### src/rtl/pipe_hazard_scoreboard.sv
// ID-stage hazard scoreboard: tracks in-flight destination writes, produces forwarding selects, load-use and multi-cycle-mul stalls.
// Optional HAZARD_STATS_EN adds saturating stall_cnt / mul_stall_cnt statistics outputs.
module pipe_hazard_scoreboard #(
    parameter int REG_AW     = 5,
    parameter int FWD_DEPTH  = 3,
    parameter int LOAD_STAGE = 2,
    parameter int MUL_LAT    = 4
) (
    input  logic                               clock,
    input  logic                               resetn,
    input  logic                               id_valid,
    input  logic                               id_flush,
    input  logic                               id_wreg,
    input  logic                               id_m2reg,
    input  logic                               id_mul,
    input  logic [REG_AW-1:0]                  id_rn,
    input  logic [REG_AW-1:0]                  rs,
    input  logic [REG_AW-1:0]                  rt,
    input  logic                               rs_used,
    input  logic                               rt_used,
    output logic                               stall,
    output logic                               ex_hold,
    output logic [$clog2(FWD_DEPTH+1)-1:0]     fwd_a,
    output logic [$clog2(FWD_DEPTH+1)-1:0]     fwd_b,
    output logic [$clog2(MUL_LAT+1)-1:0]       ex_busy_cnt
`ifdef HAZARD_STATS_EN
    ,
    output logic [31:0]                        stall_cnt,
    output logic [31:0]                        mul_stall_cnt
`endif
);

    localparam int SW = $clog2(FWD_DEPTH + 1);
    localparam int CW = $clog2(MUL_LAT + 1);

    logic [FWD_DEPTH:1] v_r;
    logic [FWD_DEPTH:1] ld_r;
    logic [REG_AW-1:0]  rn_r [1:FWD_DEPTH];
    logic               s1_mul_r;
    logic [CW-1:0]      cnt_r;

    logic               busy_s;
    logic               lu_stall_s;
    logic               stall_s;
    logic               issue_s;
    logic [SW:0]        hit_a_s;
    logic [SW:0]        hit_b_s;

    // Returns {load_use, select} for one operand; the downward scan leaves the youngest match.
    function automatic logic [SW:0] lookup(input logic [REG_AW-1:0] r, input logic used);
        logic [SW-1:0] sel;
        logic          lu;
        sel = '0;
        lu  = 1'b0;
        for (int k = FWD_DEPTH; k >= 1; k--) begin
            if (used && (r != '0) && v_r[k] && (rn_r[k] == r)) begin
                sel = SW'(k);
                lu  = ld_r[k] && (k < LOAD_STAGE);
            end else begin
                sel = sel;
                lu  = lu;
            end
        end
        // A mul still computing in EXE has no result yet; stall covers this cycle.
        if ((sel == SW'(1)) && s1_mul_r && busy_s) begin
            sel = '0;
        end else begin
            sel = sel;
        end
        return {lu, sel};
    endfunction

    // Operand lookup and stall/issue decode.
    always_comb begin
        busy_s     = (cnt_r != '0);
        hit_a_s    = lookup(rs, rs_used);
        hit_b_s    = lookup(rt, rt_used);
        lu_stall_s = hit_a_s[SW] | hit_b_s[SW];
        stall_s    = lu_stall_s | busy_s;
        issue_s    = id_valid & ~id_flush & ~stall_s;
    end

    assign stall       = stall_s;
    assign ex_hold     = busy_s;
    assign fwd_a       = hit_a_s[SW-1:0];
    assign fwd_b       = hit_b_s[SW-1:0];
    assign ex_busy_cnt = cnt_r;

    // Tag pipeline and multiply occupancy counter.
    always_ff @(posedge clock or negedge resetn) begin
        if (!resetn) begin
            v_r      <= '0;
            ld_r     <= '0;
            s1_mul_r <= 1'b0;
            cnt_r    <= '0;
            for (int k = 1; k <= FWD_DEPTH; k++) begin
                rn_r[k] <= '0;
            end
        end else if (busy_s) begin
            v_r[2]  <= 1'b0;
            ld_r[2] <= 1'b0;
            for (int k = 3; k <= FWD_DEPTH; k++) begin
                v_r[k]  <= v_r[k-1];
                ld_r[k] <= ld_r[k-1];
                rn_r[k] <= rn_r[k-1];
            end
            cnt_r <= cnt_r - CW'(1);
        end else begin
            v_r[1]   <= issue_s & id_wreg;
            ld_r[1]  <= issue_s & id_m2reg;
            s1_mul_r <= issue_s & id_mul;
            rn_r[1]  <= id_rn;
            for (int k = 2; k <= FWD_DEPTH; k++) begin
                v_r[k]  <= v_r[k-1];
                ld_r[k] <= ld_r[k-1];
                rn_r[k] <= rn_r[k-1];
            end
            if (issue_s && id_mul) begin
                cnt_r <= CW'(MUL_LAT - 1);
            end else begin
                cnt_r <= cnt_r;
            end
        end
    end

`ifdef HAZARD_STATS_EN
    logic [31:0] stall_cnt_r;
    logic [31:0] mul_stall_cnt_r;

    // Saturating stall statistics.
    always_ff @(posedge clock or negedge resetn) begin
        if (!resetn) begin
            stall_cnt_r     <= 32'd0;
            mul_stall_cnt_r <= 32'd0;
        end else begin
            if (stall_s && (stall_cnt_r != 32'hFFFF_FFFF)) begin
                stall_cnt_r <= stall_cnt_r + 32'd1;
            end else begin
                stall_cnt_r <= stall_cnt_r;
            end
            if (busy_s && (mul_stall_cnt_r != 32'hFFFF_FFFF)) begin
                mul_stall_cnt_r <= mul_stall_cnt_r + 32'd1;
            end else begin
                mul_stall_cnt_r <= mul_stall_cnt_r;
            end
        end
    end

    assign stall_cnt     = stall_cnt_r;
    assign mul_stall_cnt = mul_stall_cnt_r;
`endif

endmodule

### config.mk
export PLATFORM = sky130hd
export DESIGN_NAME = pipe_hazard_scoreboard
export DESIGN_NICKNAME = d
export VERILOG_FILES = /design/src/rtl/pipe_hazard_scoreboard.sv
export SDC_FILE = /design/constraint.sdc
export NUM_CORES = 1
export LEC_CHECK = 0
export CAP_MARGIN = 20
export CORE_MARGIN = 3
export CORE_UTILIZATION = 44
export DETAILED_ROUTE_END_ITERATION = 6
export PLACE_DENSITY = 0.73
export SYNTH_ARGS = -nofsm -noshare
export SYNTH_HDL_FRONTEND = slang
export SYNTH_SLANG_ARGS = --single-unit
### constraint.sdc
create_clock -name clock -period 1.8 [get_ports clock]
set_input_delay 0.36 -clock clock [delete_from_list [all_inputs] [get_ports clock]]
set_output_delay 0.36 -clock clock [all_outputs]
set_load 0.01 [all_outputs]
==> flow_summary.yaml, run 1 <==
outcome:
  status: "finished, violations left"
  violations: "setup timing"
setup_path:
  path_common_cell: "or4_4"
  crit_start: "rt[3]"
  path_max_fanout: 6
  crit_type: "in -> out"
  crit_family: "simple AND/OR/NAND/NOR gates"
  critPathCaptureType: "output pin"
  reg2reg_from: "rn_r[14]"
  slowest_delay_ns: 0.55
  slowest_stage: "or4_4"
  required_ns: 1.44
  arrival_ns: 1.92
  crit_chain: "dlygate4sd2_1 > or4_4 > o21ai_4 > or4_4 > a21boi_2 > or2_1 > buf_2"
  worstSetupStartpointType: "primary input"
  critPathBufInv: 2
synth:
  synth_top_family_by_area: "XOR/XNOR gates"
  syn_area_sq_um: 1340
  avgSynthCellArea_sq_um: 10.6
  synth_seq_cells: 23
  yosysWarnings: 0
  synth_top_area_share_pct: 43.1
  synth_mux_area_share_pct: 9.27
  seq_area_frac_synth_pct: 43.1
  syn_inst: 126
  synth_xor_area_share_pct: 20.3
  synthAdderAreaFrac_pct: 1.87
  synth-simple-area-share_pct: 15.6
  synth-compound-area-share_pct: 8.15
  ys_types: 30
  synth_largest_area_cell: "dfrtp_1"
  syn_nets: 152
  netlist_top_cells_area: "dfrtp_1, xnor2_1, mux2_2"
pwr:
  switching_share_pct: 35.7
  irDropWorstVdd_v: 0.000920
  power-per-cell-area_nw_per_um2: 1410
  p_leak_nw: 0.899
  intPower_mw: 1.85
  pwr-share-seq_pct: 34.7
  p_switching_mw: 1.03
  comb_power_share_pct: 57.0
  p_clk_share_pct: 8.3
final_layout:
  final_cells: 231
  nFillCells: 212
  final_nets: 227
  diodes: 0
  syn_to_final_growth_pct: 52.9
  drive_above_1_share_pct: 40.0
timing:
  setup_viol: 5
  max_slew.worst_pin.slew_ns: 0.347
  skew_ns: 0.00469
  rsz0062_at_grt: "yes"
  hold_viol: 0
  final.setup.worst_slack_ns: -0.484
  finalCriticalPeriod_ns: 2.28
  max_clock_freq_mhz: 438
  drv_slew: 0
  period_share_pct: 127
  max-slew-margin-rel_pct: 76.8
place:
  numPortBuffers: 32
  routabilityCongestion: 0.909
  place_ws_ns: -1.06
  placed_cells: 221
  hpwl_um: 2700
detailed_routing:
  postRouteWirelength_um: 3440
  wire_per_inst_um: 14.9
  route.antenna.remaining_nets: 0
  drtIter0Drc: 62
  num_vias: 1224
  route.detailed.drc: 0
  drtPass1Iterations: 4
  vias_per_cell: 5.30
global_routing:
  grt_pass1_vias: 1208
  grt_max_degree: 24
  grt_pass1_wl_um: 5360
  overflow: 0
  grt_usage_pct: 20.0
  antenna_found_initial: 0
die:
  start_util_pct: 47.2
  num_rows: 19
  die_h_um: 61.1
  ios: 33
  core_sq_um: 2830
  die-area_sq_um: 3730
  die_w_um: 61.1
clock_tree:
  numCtsBuffers: 3
  clock-sinks: 23
  cts_root_buffer: "clkbuf_4"
  htreeDepth: 1
  clkTransAtPathRegs_ns: 0.12
  clockBufferDepth: 2
  clk_latency_ns: 0.31
  cts_tree: "built"
worst_hold_path:
  hold_path.class: "in -> async"
run:
  cap_violations: 0
## cells in the mapped netlist, drive strengths merged
library cell  instances
nand3                 2
dfrtp                23
o21ai                 7
o21a                  2
nand4                 4
nand3b                1
nand2b                1
o31ai                 1
or2                   1
a21boi                1
xnor2                21
inv                   4
o211ai                2
nor3b                 1
or4                   4
ha                    2
mux2                 11
and2                  1
nor3                  3
xor2                 10
nor2                  7
nand2                10
o21bai                1
nor4                  2
a21oi                 1
and3                  1
clkbuf                2
## sequential cells by signal (all words and copies together), names as in the netlist
register and cells:
ex_busy_cnt 3, ld_r 1, rn_r 15, s1_mul_r 1, v_r 3
## kinds of logic (layout without fill, tap and decap cells)
kind of cell	count (synthesis)	count (layout)
compound gates	15	15
xor+xnor	31	31
fa+ha+maj	2	2
buf+inv	6	80
flops	23	23
mux	11	11
simple gates	38	38
## placed cells by master, fill, tap and decap left out, types with 3 or more instances in the layout
cell type	n
buf_2	6
buf_4	39
clkbuf_4	3
clkdlybuf4s50_1	16
dfrtp_1	23
dlygate4sd2_1	6
mux2_2	11
nand2_1	10
nand4_1	4
nor2_1	7
o21ai_1	3
or4_4	4
xnor2_1	19
xor2_1	10
## worst register-to-register path, delay by kind of cell, from the launching register on
family                 cells  cell delay [ns]
AO/OA/AOI/OAI              2             0.24
XOR/XNOR                   1             0.17
buffers and inverters      1             0.15
flip-flops                 1             0.45
AND/OR/NAND/NOR            2             0.57
## final timing paths
kind / slack (ns) / end / cells past startpoint
worst max-delay path: -0.48 / stall / 7
max in group asynchronous: 1.18 / rn_r[6] / 2
worst min register to register: 0.42 / v_r[3] / 0
worst max register to register: 0.11 / s1_mul_r / 6
min in group clock: 0.42 / v_r[3] / 0
worst min-delay path: 0.38 / ex_busy_cnt[0] / 2
## power by group through the flow
stage | Combinational (mW) | Sequential [mW] | Clock (mW)
finish | 1.64 | 1.00 | 0.239
global route | 1.78 | 1.03 | 0.273
CTS | 1.57 | 0.993 | 0.248
detailed placement | 1.46 | 1.00 | 0
global placement | 1.39 | 0.988 | 0
floorplan | 0.739 | 0.987 | 0
## through the flow
stage / utilization, % / TNS, ns / power (mW) / cell area (sq um) / hold WS (ns)
floorplan: - / -0.107 / 1.73 / 1340 / 0.0644
global placement: 69.0 / -6.97 / 2.37 / 1950 / 0.384
detailed placement: 69.0 / -7.13 / 2.46 / 1950 / 0.398
CTS: 70.7 / -2.36 / 2.82 / 2000 / 0.378
global route: 72.2 / -2.62 / 3.08 / 2040 / 0.395
finish: 72.2 / -2.06 / 2.88 / 2040 / 0.379
## final cells by class
class	instances	area (sq um)	share of cell area, %
Timing Repair Buffer	72	583	28.5
Tap cell	31	38.8	1.90
Clock buffer	4	26.3	1.29
Multi-Input combinational cell	97	805	39.4
Inverter	4	15.0	0.735
Sequential cell	23	576	28.2
## per-layer routing
metal  track usage (%)  vias up  wire length (um)
li1                  -      585                 -
met1              27.5      593              1540
met4              9.29        0               104
met2              31.4       37              1620
met5                 0        -                 0
met3              2.31        9               176
## repair_timing
item	in CTS	in global routing
buffers inserted	4	2
gates resized for setup	45	9
hold endpoints to repair	0	0
pin swaps	20	7
endpoints found under the setup margin	10	11
hold buffers	0	0
Power figures use the tool's default switching activity.
==> run 2, diff against run 1 <==
--- a/config.mk
+++ b/config.mk
@@ -8,7 +8,7 @@
 export CAP_MARGIN = 20
 export CORE_MARGIN = 3
-export CORE_UTILIZATION = 44
+export CORE_UTILIZATION = 48
 export DETAILED_ROUTE_END_ITERATION = 6
-export PLACE_DENSITY = 0.73
+export PLACE_DENSITY = 0.76
 export SYNTH_ARGS = -nofsm -noshare
 export SYNTH_HDL_FRONTEND = slang
==> constraint.sdc (replaced) <==
create_clock -name clock -period 2.2 [get_ports clock]
set_input_delay 0.22 -clock clock [delete_from_list [all_inputs] [get_ports clock]]
set_output_delay 0.22 -clock clock [all_outputs]
set_load 0.01 [all_outputs]
==> flow_summary.yaml, run 2 (synthesized netlist as in run 1, its figures left out) <==
final_layout:
  multiInputGateArea_sq_um: 782
  final_nets: 216
  regArea_sq_um: 578
  mostFrequentLayoutCell: "buf_4"
  final_util_pct: 76.3
  layout_common_cells: "buf_4, dfrtp_1, clkdlybuf4s50_1"
  diodes: 0
  largest_reg_flops: 15
  largest_register: "rn_r"
  nFillCells: 178
  drive_above_1_share_pct: 32.3
  syn_to_final_growth_pct: 46.5
global_routing:
  grt_usage_pct: 21.0
  grt_max_degree: 24
  antenna_found_initial: 0
  grt_pass1_vias: 1186
  grt_pass1_wl_um: 5380
  overflow: 0
die:
  die_w_um: 58.8
  die-area_sq_um: 3450
  ios: 33
  num_rows: 18
  core_sq_um: 2570
  die_h_um: 58.8
  start_util_pct: 52.0
timing:
  rsz0062_at_grt: "yes"
  skew_ns: 0.00281
  max_slew.worst_pin.slew_ns: 0.320
  setup_viol: 1
  max-slew-margin-rel_pct: 78.6
  final.setup.tns_ns: -0.0252
  finalCriticalPeriod_ns: 2.23
  hold_slack_ns: 0.236
  period_share_pct: 101
  hold_viol: 0
  drv_slew: 0
  max_clock_freq_mhz: 449
  final.setup.worst_slack_ns: -0.0252
run:
  cap_violations: 0
pwr:
  pwr-share-seq_pct: 39.5
  p_leak_nw: 0.858
  switching_share_pct: 37.0
  irDropWorstVdd_v: 0.000920
  power-per-cell-area_nw_per_um2: 1080
  p_clk_share_pct: 9.7
  intPower_mw: 1.33
  comb_power_share_pct: 50.9
  p_switching_mw: 0.782
outcome:
  violations: "setup timing"
  status: "finished, violations left"
setup_path:
  crit_start: "rs[3]"
  reg2regPathDepth: 9
  worstSetupStartpointType: "primary input"
  crit_type: "in -> out"
  path_max_fanout: 5
  critPathCaptureType: "output pin"
  required_ns: 1.98
  r2r_setup_slack_ns: 0.21
  r2r_end: "ld_r[1]"
  arrival_ns: 2.01
  reg2reg_from: "rn_r[11]"
detailed_routing:
  route.antenna.remaining_nets: 0
  postRouteWirelength_um: 3400
  wire_per_inst_um: 15.5
  num_vias: 1147
  vias_per_cell: 5.24
  drtIter0Drc: 47
  drtPass1Iterations: 4
  route.detailed.drc: 0
clock_tree:
  clkTransAtPathRegs_ns: 0.12
  htreeDepth: 1
  numCtsBuffers: 3
  cts_tree: "built"
  clock-sinks: 23
  hold_buffers: 0
  cts_root_buffer: "clkbuf_4"
  clockBufferDepth: 2
  clk_latency_ns: 0.32
worst_hold_path:
  hold_path.class: "in -> async"
place:
  numPortBuffers: 32
  hpwl_um: 2510
  routabilityCongestion: 0.935
-- run 2: layout make-up --
cell class / instances / share of cell area (%)
clock buffers: 4 / 1.34
repair buffers: 61 / 26.5
well taps: 30 / 1.92
flip-flops and latches: 23 / 29.5
multi-input cells: 97 / 39.9
inverters: 4 / 0.767
-- run 2: timing repair --
action	CTS	global route
pin swaps	10	9
cloned	0	0
resized for setup	21	14
setup buffers	7	3
endpoints found under the setup margin	6	7
-- run 2: worst max-delay path by stage --
stage / end / slack (ns) / cells past startpoint
2_1_floorplan: stall / 0.44 / 5
3_3_place_gp: stall / -0.38 / 7
3_5_place_dp: stall / -0.41 / 7
4_1_cts: stall / -0.06 / 6
5_1_grt: stall / -0.11 / 6
6_report: stall / -0.03 / 7
-- run 2: routing by layer --
metal / up-vias / wire length, um / global-route usage [%]
li1: 560 / - / -
met3: 7 / 162 / 4.61
met4: 0 / 64 / 6.80
met5: - / 0 / 0
met2: 35 / 1750 / 36.1
met1: 545 / 1420 / 26.1
-- run 2: per-stage QoR --
stage	cells	total power, mW	worst slack, ns	area [sq um]
2_1_floorplan	126	1.41	0.436	1340
3_3_place_gp	205	1.73	-0.377	1830
3_5_place_dp	205	1.79	-0.414	1830
4_1_cts	216	2.03	-0.0567	1900
5_1_grt	219	2.26	-0.110	1960
6_report	219	2.11	-0.0252	1960
-- run 2: power by group through the flow --
stage / clock network (mW) / registers (mW) / logic (mW)
global placement: 0 / 0.836 / 0.899
floorplan: 0 / 0.807 / 0.603
CTS: 0.209 / 0.826 / 0.996
detailed placement: 0 / 0.850 / 0.936
global route: 0.227 / 0.853 / 1.18
finish: 0.204 / 0.833 / 1.07
-- run 2: critical path, stage by stage --
cell	delay [ns]
clkdlybuf4s50_1	0.48
or4_4	0.53
o21ai_4	0.17
or4_4	0.18
a21boi_2	0.06
or2_1	0.23
buf_2	0.14
